$ cat src/rtl/nibbler_uart_out.sv
// Nibbler output-port consumer: captures CPU nibbles on the notLoadOut falling
// edge, queues them, and sends each one as an ASCII hex character in an 8N1 UART frame.
module nibbler_uart_out #(
  parameter int CLKS_PER_BIT = 16,
  parameter int FIFO_DEPTH   = 8
) (
  input  logic                          clk,
  input  logic                          reset,
  input  logic                          notLoadOut,
  input  logic [3:0]                    data_in,
  input  logic                          clr_ovf,
  output logic                          tx,
  output logic                          busy,
  output logic [$clog2(FIFO_DEPTH):0]   fifo_count,
  output logic                          fifo_full,
  output logic                          overflow
);

  // state | meaning
  // IDLE  | line high; pops the FIFO head whenever one is available
  // START | start bit (tx=0) for one bit time
  // DATA  | eight data bits, LSB first, one bit time each
  // STOP  | stop bit (tx=1) for one bit time

  localparam int PW = $clog2(FIFO_DEPTH);
  localparam int CW = PW + 1;
  localparam int TW = (CLKS_PER_BIT > 1) ? $clog2(CLKS_PER_BIT) : 1;
  localparam logic [TW-1:0] T_LOAD  = TW'(CLKS_PER_BIT - 1);
  localparam logic [CW-1:0] DEPTH_C = CW'(FIFO_DEPTH);

  typedef enum logic [1:0] {IDLE, START, DATA, STOP} state_t;

  state_t        state, state_nx;
  logic [TW-1:0] timer, timer_nx;
  logic [2:0]    bit_idx, bit_idx_nx;
  logic [7:0]    shift, shift_nx;
  logic          tx_nx;

  logic          strobe_q;
  logic          push, pop, push_ok, ovf_set;
  logic [3:0]    mem [FIFO_DEPTH];
  logic [PW-1:0] wr_ptr, rd_ptr;
  logic [3:0]    head;
  logic [7:0]    head_ascii;

  always_ff @(posedge clk or posedge reset) begin
    if (reset) strobe_q <= 1'b1;
    else       strobe_q <= notLoadOut;
  end

  assign push      = strobe_q & ~notLoadOut;
  assign pop       = (state == IDLE) && (fifo_count != '0);
  // A full FIFO still accepts a push when the same edge pops the head.
  assign push_ok   = push && (!fifo_full || pop);
  assign ovf_set   = push && fifo_full && !pop;
  assign fifo_full = (fifo_count == DEPTH_C);
  assign busy      = (state != IDLE) || (fifo_count != '0);

  always_ff @(posedge clk or posedge reset) begin
    if (reset) begin
      wr_ptr     <= '0;
      rd_ptr     <= '0;
      fifo_count <= '0;
    end else begin
      if (push_ok) wr_ptr <= wr_ptr + 1'b1;
      if (pop)     rd_ptr <= rd_ptr + 1'b1;
      case ({push_ok, pop})
        2'b10:   fifo_count <= fifo_count + 1'b1;
        2'b01:   fifo_count <= fifo_count - 1'b1;
        default: fifo_count <= fifo_count;
      endcase
    end
  end

  always_ff @(posedge clk) begin
    if (push_ok) mem[wr_ptr] <= data_in;
  end

  always_ff @(posedge clk or posedge reset) begin
    if (reset)        overflow <= 1'b0;
    else if (ovf_set) overflow <= 1'b1;
    else if (clr_ovf) overflow <= 1'b0;
  end

  assign head       = mem[rd_ptr];
  assign head_ascii = (head <= 4'd9) ? {4'h3, head} : (8'h37 + {4'h0, head});

  always_ff @(posedge clk or posedge reset) begin
    if (reset) begin
      state   <= IDLE;
      timer   <= '0;
      bit_idx <= '0;
      shift   <= '0;
      tx      <= 1'b1;
    end else begin
      state   <= state_nx;
      timer   <= timer_nx;
      bit_idx <= bit_idx_nx;
      shift   <= shift_nx;
      tx      <= tx_nx;
    end
  end

  always_comb begin
    state_nx   = state;
    timer_nx   = timer;
    bit_idx_nx = bit_idx;
    shift_nx   = shift;
    case (state)
      IDLE: begin
        if (pop) begin
          state_nx = START;
          timer_nx = T_LOAD;
          shift_nx = head_ascii;
        end
      end
      START: begin
        if (timer == '0) begin
          state_nx   = DATA;
          timer_nx   = T_LOAD;
          bit_idx_nx = '0;
        end else begin
          timer_nx = timer - 1'b1;
        end
      end
      DATA: begin
        if (timer == '0) begin
          timer_nx = T_LOAD;
          shift_nx = {1'b0, shift[7:1]};
          if (bit_idx == 3'd7) state_nx = STOP;
          else                 bit_idx_nx = bit_idx + 1'b1;
        end else begin
          timer_nx = timer - 1'b1;
        end
      end
      STOP: begin
        if (timer == '0) state_nx = IDLE;
        else             timer_nx = timer - 1'b1;
      end
      default: state_nx = IDLE;
    endcase

    // tx is registered from the next state so the line changes on the state edge.
    case (state_nx)
      START:   tx_nx = 1'b0;
      DATA:    tx_nx = shift_nx[0];
      default: tx_nx = 1'b1;
    endcase
  end

endmodule
$ cat config.mk
export PLATFORM = sky130hd
export DESIGN_NAME = nibbler_uart_out
export DESIGN_NICKNAME = d
export VERILOG_FILES = /design/src/rtl/nibbler_uart_out.sv
export SDC_FILE = /design/constraint.sdc
export NUM_CORES = 1
export LEC_CHECK = 0
export CORE_MARGIN = 5
export CORE_UTILIZATION = 31
export CTS_CLUSTER_SIZE = 8
export DETAILED_ROUTE_END_ITERATION = 6
export SYNTH_ARGS = -nofsm -noshare
export SYNTH_HDL_FRONTEND = slang
export SYNTH_SLANG_ARGS = --single-unit
export TNS_END_PERCENT = 100
$ cat constraint.sdc
create_clock -name clk -period 3.4 [get_ports clk]
set_clock_uncertainty 0.2 [all_clocks]
set_input_delay 0.51 -clock clk [delete_from_list [all_inputs] [get_ports clk]]
set_output_delay 0.51 -clock clk [all_outputs]
set_load 0.005 [all_outputs]
==> impl_metrics.csv, run 1 <==
group,metric,value,unit
status,status,"completed",
critical_path,crit_path_end_kind,"output pin",
critical_path,r2r_cells,11,
sta,hold_ws,0.299,ns
final_layout,fill_cells,903,
critical_path,cp_max_fo,13,
clock_tree,cts_resized,0,
final_layout,nNetsFinal,281,
sta,hold_viol,0,
sta,tightest_slew,0.705,ns
sta,setup_slack,0.270,ns
critical_path,cp.required,2.69,ns
drt,vias_per_cell,4.87,
critical_path,regToRegSetupSlack,0.47,ns
placed_design,gp_congestion,0.723,
drt,drtAntennaViolNets,0,
final_layout,final_area,0.00350,sq mm
logic_synthesis,synth.distinct_cells,54,
drt,wirelength,5.50,mm
clock_tree,cts_buffer_depth,2,
global_route,grt_pass1_vias,1937,
floorplan,dieArea,0.0117,sq mm
critical_path,worstPathCellList,"inv_1 -> ha_1 -> inv_1 -> nor2_2 -> inv_1 -> clkdlybuf4s50_1",
drt,route.detailed.drc,0,
final_layout,drive_gt1_frac,0.133,
worst_hold_path,hold_start,"shift[4]",
floorplan,initial_core_util,0.321,
drt,drt_first_pass_iters,4,
critical_path,crit_type,"reg2out",
global_route,overflow,0,
global_route,grt_pass1_wl,9.59,mm
critical_path,cp_slowest_cell,"clkdlybuf4s50_1",
critical_path,worstSetupStartpointType,"flip-flop",
logic_synthesis,synth.area.top_cells,"edfxtp_1, dfrtp_1, ha_1",
placed_design,placed_area,0.00332,sq mm
power,power_per_cell_area,514,mW/mm^2
clock_tree,cts_tree,"done",
clock_tree,cts_inserted_buffers,9,
floorplan,io_pins,16,
worst_hold_path,hp-class,"reg2reg",
final_layout,multiInputGateArea,0.00121,sq mm
sta,slew_viol_final,0,
logic_synthesis,netlist_area,0.00299,sq mm
clock_tree,worstSkewPairLatency,0.33,ns
global_route,antenna_found_initial,0,
clock_tree,htreeDepth,3,
sta,period_needed,3.13,ns
placed_design,port_buffers,15,
logic_synthesis,syn_area_per_cell,12.9,sq um
logic_synthesis,ys_seq_area_frac,0.565,
clock_tree,post_cts_buffers,0,
critical_path,arrival,2.42,ns
floorplan,core_region_area,0.00933,sq mm
floorplan,die_x,108,um
worst_hold_path,hold_path_end,"shift[4]",
global_route,grt_max_degree,30,
sta,max-slew-margin-rel,0.526,
sta,finalCritPeriodShare,0.920,
power,leakagePower,1.35,nW
sta,rsz0062_at_grt,"false",
logic_synthesis,synthCells,232,
logic_synthesis,syn_nets,254,
drt,first_iter_violations,56,
final_layout,area_delta_synth_final,16.9,%
critical_path,slowest_delay,0.48,ns
clock_tree,cts_root_buffer,"clkbuf_8",
logic_synthesis,synth_top_area_share,0.321,
clock_tree,cts.sinks,61,
final_layout,insertedDiodeCount,0,
floorplan,num_rows,35,
final_layout,seqCellArea,0.00169,sq mm
critical_path,r2r-end,"fifo_count[3]",
sta,tns,0,ns
floorplan,die_h,108,um
logic_synthesis,synth-async-reset-ratio,0.475,
placed_design,dp_hpwl,3.94,mm
sta,max_freq,320,MHz
sta,setup_viol,0,
logic_synthesis,ys_warn_count,0,
worst_hold_path,hold_depth,1,
logic_synthesis,synth_edf_count,32,
drt,wire_per_inst,14.0,um
power,vdd_drop_max,0.410,mV
critical_path,cpMostUsedCell,"inv_1",
logic_synthesis,synth_top_area_cell,"edfxtp_1",
logic_synthesis,ys_ff_latch,61,
placed_design,dp_slack,0.489,ns
logic_synthesis,ys.flop_type,"edfxtp_1",
clock_tree,hold_buffers,0,
drt,num_vias,1914,
job,max-cap-violations,0,
global_route,gr-usage-all-layers,0.104,
clock_tree,path_clk_slew,0.08,ns
critical_path,rr_startpoint,"state[0]",
## cell type report
cell class	count	share of cell area
well taps	129	0.0461
clock inverters	7	0.0147
clock buffers	9	0.0354
multi-input cells	150	0.347
flip-flops and latches	61	0.483
inverters	15	0.0161
repair buffers	22	0.0579
## synth_stat cells, drive strengths merged (3+ instances only)
master  instances
mux2i           7
mux2            3
inv            15
nor3            6
nor2           11
nand2b          5
o22a            5
a21oi          10
ha             13
o21ai           9
xnor2           6
edfxtp         32
a22o            3
clkbuf          4
mux4            8
dfrtp          27
o21a            3
nand2          25
o22ai           3
## per-stage QoR
step / total power (W) / utilization / std cells
after CTS: 0.00182 / 0.375 / 393
after floorplan: 0.00111 / - / 232
after global placement: 0.00124 / 0.356 / 377
after detailed placement: 0.00125 / 0.356 / 377
final: 0.00180 / 0.375 / 393
after global routing: 0.00190 / 0.375 / 393
## cells by family after synthesis
logic type / Yosys count / share of synthesized area
compound gates: 49 / 0.116
xor+xnor: 8 / 0.0234
fa+ha+maj: 14 / 0.0611
buf+inv: 21 / 0.0297
flops: 61 / 0.565
mux: 18 / 0.102
simple gates: 61 / 0.103
## power breakdown
part           internal, W  total, W  switching (W)
clock             0.000266  0.000572       0.000306
combinational     0.000159  0.000290       0.000130
sequential        0.000853  0.000935      0.0000816
## layer usage
| layer | vias to the layer above | track usage | part of all wire |
|---|---|---|---|
| li1 | 925 | - | - |
| met1 | 936 | 0.139 | 0.47 |
| met2 | 44 | 0.162 | 0.48 |
| met3 | 9 | 0.0245 | 0.032 |
| met4 | 0 | 0.0451 | 0.017 |
| met5 | - | 0 | 0 |
## sequential cells by signal (all words and copies together) (netlist names)
register    count
shift           7
state           2
strobe_q        1
overflow        1
fifo_count      4
bit_idx         3
wr_ptr          3
tx              1
timer           4
rd_ptr          3
mem            32
## critical path, delay by kind of cell (launching register included)
family | cells | cell delay (ns)
buffers and inverters | 4 | 0.96
DFF | 1 | 0.42
adders and majority gates | 1 | 0.47
and+or+nand+nor | 1 | 0.25
## cells in the final DEF, fill, tap and decap left out, types with 3 or more instances in the layout
cell             instances
nand2_1                 25
mux4_1                   6
nand2b_1                 5
nor2_1                  10
buf_4                    7
xnor2_1                  6
inv_1                   15
clkbuf_8                 9
o21ai_0                  9
a22o_1                   3
dfrtp_1                 27
ha_1                    13
a21oi_1                 10
clkdlybuf4s50_1         15
nor3_1                   6
mux2i_1                  7
o22a_1                   5
o21a_1                   3
edfxtp_1                32
## worst max path at each step
| stage | from | endpoint | slack, ns | cells past startpoint |
|---|---|---|---|---|
| 2_1_floorplan | rd_ptr[0] | shift[1] | 0.72 | 10 |
| 3_3_place_gp | state[0] | fifo_count[3] | 0.54 | 11 |
| 3_5_place_dp | rd_ptr[0] | shift[1] | 0.49 | 9 |
| 4_1_cts | state[0] | busy | 0.26 | 6 |
| 5_1_grt | state[0] | busy | 0.08 | 6 |
| 6_report | state[0] | busy | 0.27 | 6 |
Power figures use the tool's default switching activity.
==> run 2: changes to the inputs <==
==> constraint.sdc (replaced) <==
create_clock -name clk -period 3.92 [get_ports clk]
set_clock_uncertainty 0.2 [all_clocks]
set_input_delay 0.588 -clock clk [delete_from_list [all_inputs] [get_ports clk]]
set_output_delay 0.588 -clock clk [all_outputs]
set_load 0.005 [all_outputs]
==> run 2 against run 1 <==
  * Flip-flop and latch count did not move
  * Power fell by 6.1%
  * Hold slack improved by 0.013 ns
  * Wire length fell by 0.75%
  * Via count fell by 1.9%
  * Clock power rose by 9.6%
  * Register-to-register slack improved by 0.30 ns
  * Combinational power fell by 13%
  * Cell area rose by 0.29%
  * Die area did not move
  * Sequential power fell by 14%
  * Global-route usage barely moved
  * Critical path type unchanged
==> impl_metrics.csv, run 2 (synthesized netlist as in run 1, its figures left out) <==
group,metric,value,unit
global_route,antenna_found_initial,0,
placed_design,placed_area,0.00329,sq mm
final_layout,area_delta_synth_final,17.3,%
floorplan,io_pins,16,
sta,rsz0062_at_grt,"false",
power,pwr-share-seq,0.479,
clock_tree,cts_root_buffer,"clkbuf_8",
clock_tree,cts_resized,0,
drt,drt_first_pass_iters,4,
final_layout,final_area,0.00351,sq mm
critical_path,crit_path_end_kind,"output pin",
placed_design,dp_hpwl,3.85,mm
clock_tree,worstSkewPairLatency,0.34,ns
clock_tree,htreeDepth,3,
power,p_int,0.00124,W
clock_tree,post_cts_buffers,0,
critical_path,crit_type,"reg2out",
final_layout,insertedDiodeCount,0,
sta,max_freq,317,MHz
final_layout,drive_gt1_frac,0.116,
global_route,grt_pass1_wl,9.35,mm
power,vdd_drop_max,0.517,mV
critical_path,cp_max_fo,13,
drt,vias_per_cell,4.84,
sta,period_needed,3.16,ns
sta,tns,0,ns
final_layout,fin_cells,388,
placed_design,numPlacedInstances,372,
final_layout,seqCellArea,0.00169,sq mm
placed_design,port_buffers,15,
sta,slew_viol_final,0,
power,p_switching,0.000449,W
power,total_power,0.00169,W
critical_path,worstSetupStartpointType,"flip-flop",
sta,setup_viol,0,
clock_tree,path_clk_slew,0.07,ns
global_route,grt_pass1_vias,1872,
final_layout,fill_cells,901,
global_route,gr-usage-all-layers,0.104,
power,switching_share,0.266,
power,leakagePower,1.35,nW
sta,hold_viol,0,
drt,route.detailed.drc,0,
floorplan,die_h,108,um
placed_design,gp_congestion,0.767,
clock_tree,cts_inserted_buffers,9,
sta,max-slew-margin-rel,0.513,
drt,drtAntennaViolNets,0,
sta,hold_ws,0.312,ns
critical_path,cp.required,3.13,ns
final_layout,multiInputGateArea,0.00121,sq mm
sta,tightest_slew,0.725,ns
critical_path,arrival,2.37,ns
power,comb_power_share,0.149,
global_route,overflow,0,
drt,num_vias,1877,
floorplan,dieArea,0.0117,sq mm
final_layout,largest_register_ffs,32,
clock_tree,cts_tree,"done",
final_layout,layout_commonest_cell,"edfxtp_1",
floorplan,initial_core_util,0.321,
global_route,grt_max_degree,30,
power,clockPowerShare,0.372,
final_layout,nNetsFinal,276,
floorplan,core_region_area,0.00933,sq mm
clock_tree,cts_buffer_depth,2,
final_layout,top_register,"mem",
sta,finalCritPeriodShare,0.805,
power,power_per_cell_area,481,mW/mm^2
drt,wire_per_inst,14.1,um
clock_tree,hold_buffers,0,
worst_hold_path,hp-class,"reg2reg",
drt,wirelength,5.46,mm
job,max-cap-violations,0,
final_layout,top_regs,"mem (32), shift (7)",
floorplan,num_rows,35,
clock_tree,cts.sinks,61,
status,status,"completed",
final_layout,layout_common_cells,"edfxtp_1, dfrtp_1, nand2_1, inv_1, clkdlybuf4s50_1",
floorplan,die_x,108,um
drt,first_iter_violations,65,
[run 2: power groups by stage]
stage / clock network, W / registers, W / logic (W)
6_report: 0.000627 / 0.000808 / 0.000251
3_3_place_gp: 0 / 0.000820 / 0.000253
3_5_place_dp: 0 / 0.000824 / 0.000255
5_1_grt: 0.000677 / 0.000822 / 0.000282
2_1_floorplan: 0 / 0.000809 / 0.000158
4_1_cts: 0.000643 / 0.000811 / 0.000256
[run 2: cell type report]
class                      instances  share of cell area
clock inverter                     7              0.0282
multi-input combinational        150               0.346
timing repair buffer              17              0.0471
clock buffer                       9              0.0353
inverter                          15              0.0160
sequential                        61               0.481
tap                              129              0.0460
[run 2: routing by layer]
layer | routed length, um | global-route usage | vias up
met5 | 0 | 0 | -
met4 | 72 | 0.0433 | 0
met1 | 2550 | 0.137 | 918
met2 | 2660 | 0.161 | 36
li1 | - | - | 917
met3 | 179 | 0.0304 | 6
[run 2: path summary, 6_finish.rpt]
kind / startpoint / to / slack (ns) / cells past startpoint
worst max-delay path: state[0] / busy / 0.76 / 6
worst min-delay path: shift[4] / shift[4] / 0.31 / 1
worst max register to register: state[0] / fifo_count[3] / 0.77 / 11
worst min register to register: shift[4] / shift[4] / 0.31 / 1
max in group asynchronous: reset / tx / 2.78 / 3
min in group asynchronous: reset / fifo_count[2] / 0.41 / 3
[run 2: stage by stage]
stage           util  setup WS [ns]
4_1_cts        0.376          0.761
6_report       0.376          0.763
5_1_grt        0.376          0.428
3_5_place_dp   0.352          0.773
3_3_place_gp   0.352          0.902
2_1_floorplan      -           1.24
[run 2: worst max-delay path, cell delays in order, from the launching register on]
cell	delay, ns
dfrtp_1	0.42
inv_1	0.12
ha_1	0.43
inv_1	0.21
nor2_2	0.23
inv_1	0.13
clkdlybuf4s50_1	0.49
